### src/rtl/ristretto_exe_wb_buffer.sv
// ristretto_exe_wb_buffer: two-entry (HEAD + SKID) result buffer between the
// execute and writeback stages. Results leave in the order they were accepted.
// Upstream ready is decoded from the registered state only, so there is no
// combinational path from wb_ready_i to exe_ready_o.
//
// Ports:
//   clk_i, rst_i                 clock, asynchronous active-high reset
//   exe_valid_i / exe_ready_o    execute-side handshake
//   exe_result_i, exe_stat_i,    ALU result, status {zero, overflow, negative},
//   exe_rd_addr_i, exe_rd_we_i   destination register and write enable
//   flush_i                      discard all buffered results
//   wb_valid_o / wb_ready_i      writeback-side handshake on the HEAD entry
//   wb_result_o, wb_stat_o,      HEAD entry fields
//   wb_rd_addr_o, wb_rd_we_o
//   fwd_valid_o, fwd_rd_addr_o,  youngest entry for operand bypass
//   fwd_data_o
//   occupancy_o                  number of valid entries (0..2)
module ristretto_exe_wb_buffer #(
  parameter int unsigned DataWidth    = 32,
  parameter int unsigned RegAddrWidth = 5
) (
  input  logic                    clk_i,
  input  logic                    rst_i,
  input  logic                    exe_valid_i,
  output logic                    exe_ready_o,
  input  logic [DataWidth-1:0]    exe_result_i,
  input  logic [2:0]              exe_stat_i,
  input  logic [RegAddrWidth-1:0] exe_rd_addr_i,
  input  logic                    exe_rd_we_i,
  input  logic                    flush_i,
  output logic                    wb_valid_o,
  input  logic                    wb_ready_i,
  output logic [DataWidth-1:0]    wb_result_o,
  output logic [2:0]              wb_stat_o,
  output logic [RegAddrWidth-1:0] wb_rd_addr_o,
  output logic                    wb_rd_we_o,
  output logic                    fwd_valid_o,
  output logic [RegAddrWidth-1:0] fwd_rd_addr_o,
  output logic [DataWidth-1:0]    fwd_data_o,
  output logic [1:0]              occupancy_o
);

  localparam int unsigned StatWidth = 3;

  typedef struct packed {
    logic [DataWidth-1:0]    result;
    logic [StatWidth-1:0]    stat;
    logic [RegAddrWidth-1:0] rd_addr;
    logic                    rd_we;
  } entry_t;

  // Encoding doubles as the occupancy count.
  typedef enum logic [1:0] {
    Empty = 2'd0,
    One   = 2'd1,
    Two   = 2'd2
  } state_e;

  typedef enum logic [1:0] {
    HeadHold = 2'd0,
    HeadIn   = 2'd1,
    HeadSkid = 2'd2
  } head_src_e;

  state_e    state_q, state_d;
  head_src_e head_src;
  logic      skid_load;
  entry_t    head_q, skid_q, in_entry, fwd_sel;
  logic      accept, drain;

  // Incoming entry; writes to x0 are suppressed at capture.
  always_comb begin
    in_entry.result  = exe_result_i;
    in_entry.stat    = exe_stat_i;
    in_entry.rd_addr = exe_rd_addr_i;
    in_entry.rd_we   = exe_rd_we_i & (exe_rd_addr_i != '0);
  end

  // Handshakes are derived from registered state; flush blocks both.
  assign accept = exe_valid_i & (state_q != Two) & ~flush_i;
  assign drain  = (state_q != Empty) & wb_ready_i & ~flush_i;

  // State register.
  always_ff @(posedge clk_i or posedge rst_i) begin
    if (rst_i) state_q <= Empty;
    else       state_q <= state_d;
  end

  // Next-state and datapath steering.
  always_comb begin
    state_d   = state_q;
    head_src  = HeadHold;
    skid_load = 1'b0;
    if (flush_i) begin
      state_d = Empty;
    end else begin
      unique case (state_q)
        Empty: begin
          if (accept) begin
            state_d  = One;
            head_src = HeadIn;
          end
        end
        One: begin
          if (accept && drain) begin
            head_src = HeadIn;
          end else if (accept) begin
            state_d   = Two;
            skid_load = 1'b1;
          end else if (drain) begin
            state_d = Empty;
          end
        end
        Two: begin
          if (drain) begin
            state_d  = One;
            head_src = HeadSkid;
          end
        end
        default: state_d = Empty;
      endcase
    end
  end

  // Entry storage; contents persist after drain/flush so wb_* hold last values.
  always_ff @(posedge clk_i or posedge rst_i) begin
    if (rst_i) begin
      head_q <= '0;
      skid_q <= '0;
    end else begin
      unique case (head_src)
        HeadIn:   head_q <= in_entry;
        HeadSkid: head_q <= skid_q;
        default:  head_q <= head_q;
      endcase
      if (skid_load) skid_q <= in_entry;
    end
  end

  // Output decode from registered state and storage.
  always_comb begin
    exe_ready_o   = (state_q != Two);
    wb_valid_o    = (state_q != Empty);
    occupancy_o   = state_q;
    wb_result_o   = head_q.result;
    wb_stat_o     = head_q.stat;
    wb_rd_addr_o  = head_q.rd_addr;
    wb_rd_we_o    = (state_q != Empty) & head_q.rd_we;
    fwd_sel       = (state_q == Two) ? skid_q : head_q;
    fwd_valid_o   = (state_q != Empty) & fwd_sel.rd_we;
    fwd_rd_addr_o = fwd_sel.rd_addr;
    fwd_data_o    = fwd_sel.result;
  end

endmodule

### config.mk
export PLATFORM = sky130hd
export DESIGN_NAME = ristretto_exe_wb_buffer
export DESIGN_NICKNAME = d
export VERILOG_FILES = /design/src/rtl/ristretto_exe_wb_buffer.sv
export SDC_FILE = /design/constraint.sdc
export NUM_CORES = 1
export LEC_CHECK = 0
export BUFFER_PORTS_ARGS = -buffer_cell sky130_fd_sc_hd__clkbuf_2
export CAP_MARGIN = 40
export CORE_ASPECT_RATIO = 1.2
export CORE_MARGIN = 5
export CORE_UTILIZATION = 30
export CTS_BUF_LIST = sky130_fd_sc_hd__clkbuf_4 sky130_fd_sc_hd__clkbuf_8
export DETAILED_ROUTE_END_ITERATION = 16
export SKIP_CTS_REPAIR_TIMING = 1
export SYNTH_ARGS = -nofsm -noshare
export SYNTH_HDL_FRONTEND = slang
export SYNTH_SLANG_ARGS = --single-unit
### constraint.sdc
create_clock -name clk_i -period 6.6 [get_ports clk_i]
set_input_delay 0.66 -clock clk_i [delete_from_list [all_inputs] [get_ports clk_i]]
set_output_delay 0.66 -clock clk_i [all_outputs]
set_load 0.01 [all_outputs]
==> results.md <==
* Clk sinks at 84
* Setup TNS at 0 ps
* Slowest cell on the critical path: ha_2
* Fmax at 325.1 MHz
* Routed wire length at 9985 um
* HPWL Detailed at 7143 um
* Top Ports at 129
* Number of remaining DRC errors at 0
* GR Util All Layers at 0.1243
* Initial DRT Pass Iterations at 5
* Ant diodes at 0
* R2R cell count at 7
* Seq/Total Area, Yosys at 0.4828
* RSZ-0062 raised after global routing: no
* Setup-failing EPs final at 0
* Port Buf Inserts at 128
* CP Max Fanout at 23
* Layout cell share with drive strength beyond 1 at 0.5054
* Status: completed
* Leak pwr at 2.351 nW
* Initial antenna violation count at 0
* Gpl congestion at 0.7039
* Setup crit end: wb_result_o[25]
* Area Overhead vs Synth at 15.86%
* Asr flop ratio synth at 1.000
* Critical R2R Launch: occupancy_o[0]
* Switch Pwr at 0.4476 mW
* Power, Total at 1.431 mW
* Cell Area, Synth at 4354 um^2
* Fin. Hold Viols at 0
* Clock latency on the worst-skew pair at 360 ps
* Number of nets with antenna violations after detailed routing at 0
* DR iter-0 viols at 87
* CP max stage delay at 660 ps
* Die area at 17030 um^2
* Logic pwr share at 0.262
* Final Max Slew Viols at 0
* Clock Skew at 5.979 ps
* CTS root buf: clkbuf_8
* Crit Path Class: flop to flop
* Crit-path cells: or2b_2, buf_12, nor3_1, ha_2, buf_4, mux2i_1, o21ai_0
* Clock Power Share at 0.226
* Number of synthesized flops with an enable pin at 0
* Worst setup margin at 3524 ps
* Distinct cells, synth at 26
* CTS Buffer Depth at 2
* Core area at 14290 um^2
* Mapped Nets at 420
* CP Launch Type: flop
* Switching share of power at 0.3129
* Leading cell type in the layout, fill and taps excluded: clkbuf_2
* Seq pwr share at 0.512
* Peak supply drop at 122.9 uV
* Die width at 120.0 um
* Worst-margin pin slew at 739.1 ps
* Fin crit share at 0.4661
* Period minus WS final at 3076 ps
* Synthesized flop and latch total at 84
* Grt ovf at 0
* Avg WL per Cell at 15.75 um
* Worst-path clk slew at 80 ps
* R2R Path End: wb_result_o[25]
* Most frequent cells in the layout: 128 x clkbuf_2, 84 x dfrtp_1, 74 x mux2_2, 43 x o21ai_0, 42 x nand2_1
* Vias per cell at 4.609
* CP required at 6820 ps
* Starting density of the core at 0.3046
* Pwr dens at 283.6 nW/um^2
* Vias at 2922
* Vias in the first global route at 3259
* Top_reg_cell synth: dfrtp_1
* CP endpoint kind: flop
* Die H at 142.0 um
* Cell Int Power at 0.9831 mW
* CTS HTree Levels at 3
* TritonCTS clock tree: done
* Crit. Startpoint: occupancy_o[0]
* Final net count at 503
* DP Worst Slack at 3410 ps
* # rows at 48
* R2r setup slk at 3520 ps
* Cells after Synth at 373
* Slew HR at 0.5073
* Total of max-cap violations at 0
* WP data arrival at 3290 ps
* Synth warnings at 0
* First-pass GRT wire length at 16550 um
* Total CTS buffers at 9
* Worst hold path class: input port to async pin
* Mean Syn Cell Area at 11.67 um^2
* Largest net degree at the start of global routing at 83
## state kept, by name, indices dropped and copies added, names as in the netlist
register and cells:
wb_rd_addr_o 5, occupancy_o 2, wb_result_o 32, wb_stat_o 3, skid_q 41, head_q 1
## per-layer routing
layer	global-route usage	vias up	share of wire	wire length (um)
li1	-	1407	-	-
met2	0.2229	83	0.52	5194
met1	0.1392	1423	0.41	4122
met5	0	-	0	0
met3	0.03897	9	0.053	531
met4	0.04343	0	0.014	137
## worst max-delay path: cells and delay by family (launching register included)
kind / cells / cell delay (ps)
compound gates: 1 / 90
buf+inv: 2 / 770
flops: 1 / 460
mux: 1 / 240
fa+ha+maj: 1 / 660
simple gates: 2 / 690
## cell families (layout without fill, tap and decap cells)
group,count (synthesis),count (layout),synth area share
AOI/OAI and AO/OA,50,50,0.06006
adders and majority gates,1,1,0.002873
buffers and inverters,66,152,0.1006
DFF,84,84,0.4828
muxes,118,118,0.2934
and+or+nand+nor,54,54,0.06034
## power groups by stage
| stage | clock, mW | combinational (mW) | sequential [mW] |
|---|---|---|---|
| after floorplan | 0 | 0.305 | 0.715 |
| after global placement | 0 | 0.373 | 0.735 |
| after detailed placement | 0 | 0.385 | 0.743 |
| after CTS | 0.343 | 0.385 | 0.733 |
| after global routing | 0.369 | 0.418 | 0.753 |
| final | 0.324 | 0.374 | 0.732 |
## synth_stat cells (all sizes together) (2+ instances only)
master  number  share of area
a21oi        4         0.0046
buf         52          0.089
clkbuf      11         0.0095
dfrtp       84           0.48
inv          3         0.0026
mux2        77           0.20
mux2i       41          0.094
nand2       42          0.036
nor2b        2         0.0029
o21ai       43          0.049
or2          2         0.0029
## stage by stage
step | cells | util | hold slack, ps | instance area, um^2
floorplan | 373 | - | 454.2 | 4354
global placement | 617 | 0.3374 | 471.8 | 4822
detailed placement | 620 | 0.3417 | 477.6 | 4885
CTS | 634 | 0.3529 | 378.4 | 5045
global route | 634 | 0.3529 | 414.2 | 5045
finish | 634 | 0.3529 | 386.4 | 5045
## area by class of cell
class	instances	area, um^2
Clock buffer	11	145.1
Clock inverter	3	15.01
Fill cell	1447	9249
Timing Repair Buffer	135	733.2
Sequential cell	84	2102
Tap cell	175	219.0
Multi-Input combinational cell	223	1818
Inverter	3	12.51
## how the worst min path moves through the flow
stage            startpoint           end  slack (ps)  depth (start not counted)
2_1_floorplan  wb_stat_o[0]  wb_stat_o[0]         450                          2
3_3_place_gp   wb_stat_o[0]  wb_stat_o[0]         470                          2
3_5_place_dp   wb_stat_o[1]  wb_stat_o[1]         480                          2
4_1_cts               rst_i    skid_q[28]         380                          3
5_1_grt               rst_i    skid_q[28]         410                          3
6_report              rst_i    skid_q[28]         390                          3
(Power assumes the default switching activity.)
